<file path="config.mk">
export PLATFORM = sky130hd
export DESIGN_NAME = entity_motion_ctrl
export DESIGN_NICKNAME = d
export VERILOG_FILES = /design/src/rtl/entity_pkg.sv /design/src/rtl/entity_axis_stepper.sv /design/src/rtl/entity_motion_ctrl.sv
export SDC_FILE = /design/constraint.sdc
export NUM_CORES = 1
export LEC_CHECK = 0
export ABC_AREA = 1
export CORE_UTILIZATION = 40
export CTS_CLUSTER_DIAMETER = 40
export CTS_CLUSTER_SIZE = 40
export DETAILED_ROUTE_END_ITERATION = 12
export SYNTH_ARGS = -nofsm -noshare
export SYNTH_HDL_FRONTEND = slang
export SYNTH_HIERARCHICAL = 1
export SYNTH_SLANG_ARGS = --single-unit
</file>
<file path="constraint.sdc">
create_clock -name clk -period 1.8 [get_ports clk]
set_input_delay 0.36 -clock clk [delete_from_list [all_inputs] [get_ports clk]]
set_output_delay 0.36 -clock clk [all_outputs]
set_load 0.01 [all_outputs]
</file>
<file path="src/rtl/entity_pkg.sv">
// rtl/entity_pkg.sv - shared constants, types and helpers for entity motion
// Purpose: direction codes from the PIO, facing encoding, FSM state type and
//          playfield bound defaults used by entity_motion_ctrl and its stepper.
// Ports:   none (package).
package entity_pkg;

   localparam logic [2:0] DIR_STOP  = 3'd0;
   localparam logic [2:0] DIR_UP    = 3'd1;
   localparam logic [2:0] DIR_DOWN  = 3'd2;
   localparam logic [2:0] DIR_LEFT  = 3'd3;
   localparam logic [2:0] DIR_RIGHT = 3'd4;

   localparam logic [1:0] FACE_UP    = 2'd0;
   localparam logic [1:0] FACE_DOWN  = 2'd1;
   localparam logic [1:0] FACE_LEFT  = 2'd2;
   localparam logic [1:0] FACE_RIGHT = 2'd3;

   localparam int PF_X_MIN  = 0;
   localparam int PF_X_MAX  = 624;
   localparam int PF_Y_MIN  = 0;
   localparam int PF_Y_MAX  = 464;
   localparam int PF_X_INIT = 312;
   localparam int PF_Y_INIT = 232;

   typedef enum logic [1:0] {ST_IDLE, ST_MOVE, ST_ANIM} state_t;

   // Stop and the reserved codes keep whatever facing the entity already had.
   function automatic logic [1:0] face_of(input logic [2:0] d, input logic [1:0] cur);
      case (d)
         DIR_UP:    face_of = FACE_UP;
         DIR_DOWN:  face_of = FACE_DOWN;
         DIR_LEFT:  face_of = FACE_LEFT;
         DIR_RIGHT: face_of = FACE_RIGHT;
         DIR_STOP:  face_of = cur;
         default:   face_of = cur;
      endcase
   endfunction

endpackage

</file>
<file path="src/rtl/entity_axis_stepper.sv">
// rtl/entity_axis_stepper.sv - single-axis one-pixel step with bounds check and clamp
// Purpose: combinational helper; proposes a 1 px move inside [MIN, MAX] and
//          clamps an arbitrary load value into the same range.
// Ports:   pos          current coordinate
//          inc / dec    request +1 / -1 this cycle (at most one set)
//          load_val     raw value for a position load
//          step_pos     coordinate after the candidate step
//          stepped      candidate step was applied
//          load_clamped load_val clamped to [MIN, MAX]
module entity_axis_stepper #(
   parameter int W   = 10,
   parameter int MIN = 0,
   parameter int MAX = 624
) (
   input  logic [W-1:0] pos,
   input  logic         inc,
   input  logic         dec,
   input  logic [W-1:0] load_val,
   output logic [W-1:0] step_pos,
   output logic         stepped,
   output logic [W-1:0] load_clamped
);

   // One extra bit so bound comparisons never depend on wrap-around.
   localparam logic [W:0] MIN_E = (W+1)'(MIN);
   localparam logic [W:0] MAX_E = (W+1)'(MAX);

   logic [W:0] pos_e;
   logic [W:0] load_e;
   logic       can_inc;
   logic       can_dec;

   assign pos_e  = {1'b0, pos};
   assign load_e = {1'b0, load_val};

   // Bounds are checked on the current value, before the step is taken.
   assign can_inc = inc && (pos_e < MAX_E);
   assign can_dec = dec && (pos_e > MIN_E);
   assign stepped = can_inc || can_dec;

   assign step_pos = can_inc ? pos + W'(1) :
                     can_dec ? pos - W'(1) : pos;

   assign load_clamped = ((load_e + 1'b1) <= MIN_E) ? MIN_E[W-1:0] :
                         (load_e > MAX_E)           ? MAX_E[W-1:0] : load_val;

endmodule

</file>
<file path="src/rtl/entity_motion_ctrl.sv">
// rtl/entity_motion_ctrl.sv - frame-stepped entity position, facing and walk animation
// Purpose: on each frame_tick, moves the entity STEP_PX pixels (one per cycle)
//          in the PIO direction, clamped to the playfield, then updates the
//          walk-animation phase. load_pos forces a clamped position.
// Ports:   clk, reset_n (async, active-low)
//          dir, frame_tick, load_pos, load_x, load_y   inputs
//          pos_x, pos_y, facing, moving, anim_frame    sprite renderer outputs
//          busy, update_done, overrun                  status
module entity_motion_ctrl
   import entity_pkg::*;
#(
   parameter int X_W      = 10,
   parameter int Y_W      = 9,
   parameter int X_MIN    = PF_X_MIN,
   parameter int X_MAX    = PF_X_MAX,
   parameter int Y_MIN    = PF_Y_MIN,
   parameter int Y_MAX    = PF_Y_MAX,
   parameter int X_INIT   = PF_X_INIT,
   parameter int Y_INIT   = PF_Y_INIT,
   parameter int STEP_PX  = 2,
   parameter int ANIM_DIV = 8
) (
   input  logic           clk,
   input  logic           reset_n,
   input  logic [2:0]     dir,
   input  logic           frame_tick,
   input  logic           load_pos,
   input  logic [X_W-1:0] load_x,
   input  logic [Y_W-1:0] load_y,
   output logic [X_W-1:0] pos_x,
   output logic [Y_W-1:0] pos_y,
   output logic [1:0]     facing,
   output logic           moving,
   output logic [1:0]     anim_frame,
   output logic           busy,
   output logic           update_done,
   output logic           overrun
);

   localparam int CNT_W = $clog2(STEP_PX + 1);
   localparam int DIV_W = $clog2(ANIM_DIV + 1);

   state_t           state, state_d;
   logic [2:0]       dir_q, dir_d;
   logic [CNT_W-1:0] step_cnt, cnt_d;
   logic             moved_q, moved_d;
   logic [DIV_W-1:0] anim_div, div_d;
   logic [X_W-1:0]   pos_x_d;
   logic [Y_W-1:0]   pos_y_d;
   logic [1:0]       facing_d, anim_d;
   logic             moving_d, busy_d, done_d, overrun_d;

   logic [X_W-1:0]   x_step, x_load;
   logic [Y_W-1:0]   y_step, y_load;
   logic             x_stepped, y_stepped;

   entity_axis_stepper #(.W(X_W), .MIN(X_MIN), .MAX(X_MAX)) u_x_axis (
      .pos(pos_x), .inc(dir_q == DIR_RIGHT), .dec(dir_q == DIR_LEFT),
      .load_val(load_x), .step_pos(x_step), .stepped(x_stepped), .load_clamped(x_load)
   );

   entity_axis_stepper #(.W(Y_W), .MIN(Y_MIN), .MAX(Y_MAX)) u_y_axis (
      .pos(pos_y), .inc(dir_q == DIR_DOWN), .dec(dir_q == DIR_UP),
      .load_val(load_y), .step_pos(y_step), .stepped(y_stepped), .load_clamped(y_load)
   );

   always_comb begin
      state_d   = state;
      dir_d     = dir_q;
      cnt_d     = step_cnt;
      moved_d   = moved_q;
      div_d     = anim_div;
      pos_x_d   = pos_x;
      pos_y_d   = pos_y;
      facing_d  = facing;
      moving_d  = moving;
      anim_d    = anim_frame;
      busy_d    = busy;
      done_d    = 1'b0;
      overrun_d = overrun;

      if (load_pos) begin
         // Load wins over everything, including a coincident tick.
         pos_x_d  = x_load;
         pos_y_d  = y_load;
         state_d  = ST_IDLE;
         moving_d = 1'b0;
         busy_d   = 1'b0;
      end else begin
         if (frame_tick && state != ST_IDLE)
            overrun_d = 1'b1;
         case (state)
            ST_IDLE: begin
               if (frame_tick) begin
                  dir_d    = dir;
                  cnt_d    = '0;
                  moved_d  = 1'b0;
                  facing_d = face_of(dir, facing);
                  busy_d   = 1'b1;
                  state_d  = ST_MOVE;
               end
            end
            ST_MOVE: begin
               pos_x_d = x_step;
               pos_y_d = y_step;
               if (x_stepped || y_stepped)
                  moved_d = 1'b1;
               if (step_cnt == CNT_W'(STEP_PX - 1))
                  state_d = ST_ANIM;
               else
                  cnt_d = step_cnt + CNT_W'(1);
            end
            ST_ANIM: begin
               moving_d = moved_q;
               if (moved_q) begin
                  if (anim_div == DIV_W'(ANIM_DIV - 1)) begin
                     div_d  = '0;
                     anim_d = anim_frame + 2'd1;
                  end else begin
                     div_d = anim_div + DIV_W'(1);
                  end
               end else begin
                  div_d  = '0;
                  anim_d = 2'd0;
               end
               done_d  = 1'b1;
               busy_d  = 1'b0;
               state_d = ST_IDLE;
            end
            default: state_d = ST_IDLE;
         endcase
      end
   end

   always_ff @(posedge clk or negedge reset_n) begin
      if (!reset_n) begin
         state       <= ST_IDLE;
         dir_q       <= DIR_STOP;
         step_cnt    <= '0;
         moved_q     <= 1'b0;
         anim_div    <= '0;
         pos_x       <= X_W'(X_INIT);
         pos_y       <= Y_W'(Y_INIT);
         facing      <= FACE_DOWN;
         moving      <= 1'b0;
         anim_frame  <= 2'd0;
         busy        <= 1'b0;
         update_done <= 1'b0;
         overrun     <= 1'b0;
      end else begin
         state       <= state_d;
         dir_q       <= dir_d;
         step_cnt    <= cnt_d;
         moved_q     <= moved_d;
         anim_div    <= div_d;
         pos_x       <= pos_x_d;
         pos_y       <= pos_y_d;
         facing      <= facing_d;
         moving      <= moving_d;
         anim_frame  <= anim_d;
         busy        <= busy_d;
         update_done <= done_d;
         overrun     <= overrun_d;
      end
   end

endmodule
</file>
* After elaboration in Yosys (flattened, before gate mapping) *
Index checks and enable logic that the tools add are counted.

word-level totals
  bits of input ports = 26
  register bits = 39
  output and inout port bits = 27

cells by class
  bitwise logic cells = 1
  muxes and demuxes = 34
  reductions and logical operators = 28
  eq/ne operators = 18
  order comparisons = 8
  add/subtract/negate cells = 9

operator list
  kind                                                                    number
  10-bit 2-to-1 mux                                                       6
  9-bit 2-to-1 mux                                                        6
  2-bit 2-to-1 mux                                                        7
  3-bit by 2-bit == test with 1-bit output, second input constant         4
  2-bit AND reduction                                                     6
  4-bit AND reduction                                                     3
  10-bit by 1-bit adder with 11-bit output, second input constant         1
  11-bit by 1-bit <= comparator with 1-bit output, second input constant  1
  10-bit by 1-bit adder with 10-bit output, second input constant         1
  9-bit by 1-bit adder with 10-bit output, second input constant          1
  10-bit by 1-bit > comparator with 1-bit output, second input constant   1
  10-bit > comparator, second input constant                              1
  10-bit by 1-bit <= comparator with 1-bit output, second input constant  1
  10-bit < comparator, second input constant                              1
  10-bit by 1-bit subtractor with 10-bit output, second input constant    1
  9-bit by 1-bit adder with 9-bit output, second input constant           1
  9-bit by 1-bit > comparator with 1-bit output, second input constant    1
  9-bit > comparator, second input constant                               1
  9-bit < comparator, second input constant                               1
  3-bit nonzero test                                                      3
  9-bit by 1-bit subtractor with 9-bit output, second input constant      1
  1-bit 2-to-1 mux                                                        8
  4-bit 2-to-1 mux                                                        2
  2-bit one-hot mux with 2 select lines                                   2
  19 further kinds                                                        37

* Logic depth before layout (Yosys ltp) *
  word-level depth = 6
  gate-level depth with buffers = 15
  mapped depth without buffers = 14

* Cells and area by module *
The synthesis kept the hierarchy.

by module, submodules not included
  module                          times used  cells an instance  area an instance (sq um)  seq. area each (sq um)
  entity_motion_ctrl              1           267                1978.1                    987.2
  entity_axis_stepper (u_x_axis)  1           149                770.7                     0.0
  entity_axis_stepper (u_y_axis)  1           130                651.9                     0.0

* Worst setup path after synthesis *
Ideal clock, no wire load.

  path kind = flip-flop to flip-flop
  start point = register dir_q[2]
  end point = register pos_x[8]
  setup time = 0.060 ns
  data required time = 1.740 ns
  setup slack = -0.028 ns
  buffers on the path = 0
  data arrival time = 1.767 ns
  stages on the path, launching flop included = 12
  cell sequence = dfrtp_1 > nor3_1 > nand3_1 > nand2_1 > nand2_1 > nand2_1 > nand2_1 > inv_1 > nand2_1 > nand2_1 > nand2_1 > nand2_1

on the way
  word-level cells in the longest chain between the ends = 5
  elaborated cells between the ends (all ways) = 9

ends and longest elaborated chain
  what                    RTL line                   text
  start, declared         entity_motion_ctrl.sv:44   logic [2:0] dir_q, dir_d;
  start signal, assigned  entity_motion_ctrl.sv:152  dir_q <= dir_d;
  3-bit == test           entity_motion_ctrl.sv:58   .pos(pos_x), .inc(dir_q == DIR_RIGHT), .dec(dir_q == DIR_LEFT),
  1-bit logical AND       entity_axis_stepper.sv:37  assign can_inc = inc && (pos_e < MAX_E);
  10-bit 2-to-1 mux       entity_axis_stepper.sv:41  assign step_pos = can_inc ? pos + W'(1) :
  net x_step[8]           entity_motion_ctrl.sv:53   logic [X_W-1:0] x_step, x_load;
  10-bit 2-to-1 mux       entity_motion_ctrl.sv:92   case (state)
  10-bit 2-to-1 mux       entity_motion_ctrl.sv:82   if (load_pos) begin
  end signal, assigned    entity_motion_ctrl.sv:142  pos_x <= X_W'(X_INIT);
  end signal, assigned    entity_motion_ctrl.sv:156  pos_x <= pos_x_d;
  end, declared           entity_motion_ctrl.sv:30   output logic [X_W-1:0] pos_x,

The timed path passes the listed nets, and every way through them passes these cells. The select of a mux whose other input is x is not followed.
A chain may end at the register's enable or synchronous reset.

* Worst setup path in the final report *
  start point = register pos_y[2]
  end point = output pos_y[2]

RTL lines
  what                    RTL line                   text
  start, declared         entity_motion_ctrl.sv:31   output logic [Y_W-1:0] pos_y,
  start signal, assigned  entity_motion_ctrl.sv:143  pos_y <= Y_W'(Y_INIT);
  start signal, assigned  entity_motion_ctrl.sv:157  pos_y <= pos_y_d;

No word-level cell between the ends.

==> results.tsv <==
stage	metric	value	unit
worst_setup_path	crit_path_cell_trace	buf_4 > clkdlybuf4s50_1	
synthesis	synth_area_leaders	nand2_1 28%, dfrtp_1 22%, nand3_1 7.4%	
worst_hold_path	hold_path.class	in2async	
worst_setup_path	critPathLaunchType	flop	
global_routing	antenna_found_initial	0	
timing	fin_crit	1750	ps
timing	final-max-slew-violation-count	0	
floorplan	fp.coreArea	0.00822	mm2
clock_tree	clock_latency	300	ps
timing	fin_setup_tns	0	ps
floorplan	row_count	33	
clock_tree	hold_buffers	0	
timing	fin_crit_sh	97.5	%
timing	report.final.setup_viol	0	
floorplan	io_pins	53	
synthesis	synth-async-reset-ratio	100	%
routing	postRouteAntennaNets	0	
placed_design	place_hpwl	6750	um
synthesis	synth_edf_count	0	
global_routing	grt-ovfl-total	0	
synthesis	yosys_register_bits	39	
layout	area_growth	36.0	%
layout	fin_nets	670	
layout	layout_commonest_cell	nand2_1	
worst_setup_path	critPathMaxFanout	7	
floorplan	die_area	0.00887	mm2
synthesis	synth.distinct_cells	31	
global_routing	grt_pass1_vias	3284	
clock_tree	h-tree-depth	2	
routing	routedWlPerCell	12.4	um
clock_tree	cts.clk_slew.worst_paths	80	ps
worst_setup_path	critPathMaxStageDelay	540	ps
synthesis	yosysWarnings	6	
synthesis	synthFlopType	dfrtp_1	
worst_setup_path	critical_path_arrival	1390	ps
timing	slew_headroom	70.4	%
floorplan	start_util	41.4	%
worst_setup_path	critical_path_class	reg2out	
clock_tree	cts_root_buf	clkbuf_8	
placed_design	gp_congestion	0.830	
synthesis	netlist_instances	546	
timing	fin_skew	8.72	ps
synthesis	synth_top_area_share	28.1	%
synthesis	yosysSeqAreaShare	29.0	%
floorplan	die_h	94.2	um
worst_setup_path	crit_slowest_cell	clkdlybuf4s50_1	
clock_tree	clock_path_buffers	2	
routing	vias_per_cell	4.79	
floorplan	die_w	94.2	um
synthesis	synth_top_area_cell	nand2_1	
flow_run	max-cap-violations	0	
synthesis	syn_area	0.00340	mm2
global_routing	grt_use_total	22.2	%
status	status	finished, final reports clean	
synthesis	postSynthAreaPerCell	6.23	um2
routing	first_iter_violations	210	
clock_tree	tritoncts	yes	
timing	worstMarginPinSlew	443	ps
layout	fill_cells	801	
global_routing	grt_pass1_wl	15500	um
clock_tree	cts_sinks	39	
placed_design	port_buffers	52	
pwr	pwr_density_cell	1310	mW/mm2
routing	drc_errors	0	
pwr	p_leak	2.46	nW
synthesis	synth_fp_nets	578	
timing	hold_violations	0	
timing	max_clock_freq	570	MHz
global_routing	grt_max_degree	24	
clock_tree	cts_buffers	5	
layout	drive_gt1_share	20.8	%
timing	rsz0062_at_grt	yes	
pwr	peakVddDrop	666	uV
worst_setup_path	critPathRequiredTime	1440	ps
layout	mostFrequentLayoutCells	253 x nand2_1, 48 x inv_1, 47 x nand3_1, 47 x clkdlybuf4s50_1, 43 x buf_4	
placed_design	placed_area	0.00423	mm2
layout	final_area	0.00462	mm2
routing	drtPass1Iterations	5	
worst_setup_path	crit_path_end_kind	output port	
routing	vias	3562	
layout	antenna_cells	0	
routing	routed_wl	9210	um
logic make-up (layout without fill, tap and decap cells):
| kind of cell | count (synthesis) | count (layout) | synth area share (%) |
|---|---|---|---|
| flops | 39 | 39 | 29.0 |
| buf+inv | 75 | 168 | 9.57 |
| compound gates | 15 | 15 | 2.58 |
| simple gates | 393 | 393 | 52.0 |
| fa+ha+maj | 6 | 6 | 2.21 |
| xor+xnor | 18 | 18 | 4.64 |
through the flow:
stage | setup slack (ps) | hold WS (ps) | utilization (%) | total power, mW | std cells
3_5_place_dp | -73.2 | 331 | 51.5 | 4.93 | 722
3_3_place_gp | 7.47 | 327 | 51.5 | 4.90 | 722
5_1_grt | -39.9 | 20.6 | 56.3 | 6.61 | 744
2_1_floorplan | 23.7 | 64.4 | - | 3.74 | 546
6_report | 45.5 | 1.79 | 56.3 | 6.05 | 744
4_1_cts | 2.44 | 2.47 | 53.5 | 5.73 | 739
area by class of cell:
cell class / instances / area [um2] / area share [%]
Timing Repair Buffer: 103 / 961 / 20.8
Tap cell: 105 / 131 / 2.84
Clock inverter: 2 / 13.8 / 0.298
Multi-Input combinational cell: 432 / 2230 / 48.2
Clock buffer: 6 / 82.6 / 1.79
Inverter: 57 / 216 / 4.68
Sequential cell: 39 / 992 / 21.5
path summary, 6_finish.rpt:
| check | to | start | cells past startpoint | slack [ps] |
|---|---|---|---|---|
| max | pos_y[2] | pos_y[2]$_DFFE_PN0P_ | 2 | 50 |
| max reg2reg | moved_q$_DFFE_PN0P_ | pos_y[3]$_DFFE_PN1P_ | 10 | 70 |
| max in group asynchronous | pos_x[4]$_DFFE_PN1P_ | reset_n | 2 | 1250 |
| min in group clk | facing[0]$_DFFE_PN1P_ | facing[0]$_DFFE_PN1P_ | 2 | 470 |
| min reg2reg | facing[0]$_DFFE_PN1P_ | facing[0]$_DFFE_PN1P_ | 2 | 470 |
| min | moving$_DFFE_PN0N_ | reset_n | 1 | 2 |
report_power, final:
part	switching, mW	total [mW]	internal, mW
sequential	0.322	1.54	1.22
combinational	2.12	3.87	1.75
clock	0.328	0.642	0.313
synth_stat cells, types with 4 or more instances:
library cell and number:
dfrtp_1 30, o21ai_0 8, clkbuf_1 4, nand2_4 7
nor3_1 6, xor2_1 17, dfstp_2 9, inv_2 5
inv_1 51, ha_1 6, nor2_1 38, nand4_1 9
buf_2 9, nand3b_1 4, nand3_1 50, nand2_1 255
nand2_2 7, nor2_2 6
critical path: cells and delay by family, from the launching register on:
family	cells	cell delay [ps]
DFF	1	390
buffers and inverters	2	710
state kept, by name, indices dropped and copies added (netlist names):
signal,count
pos_y,9
pos_x,10
step_cnt,2
moved_q,1
busy,1
overrun,1
moving,1
state,2
facing,2
anim_frame,2
update_done,1
dir_q,3
anim_div,4
metal layers:
layer | global-route usage, % | share of wire [%]
met5 | 0 | 0
met4 | 4.49 | 0.63
met3 | 2.99 | 3.4
met2 | 34.2 | 44
met1 | 32.9 | 52
repair_timing:
action | in CTS | in global routing
pin swaps | 0 | 15
buffers inserted | 9 | 5
resized for setup | 4 | 42
endpoints found under the setup margin | 10 | 16
(Power assumes the default switching activity.)
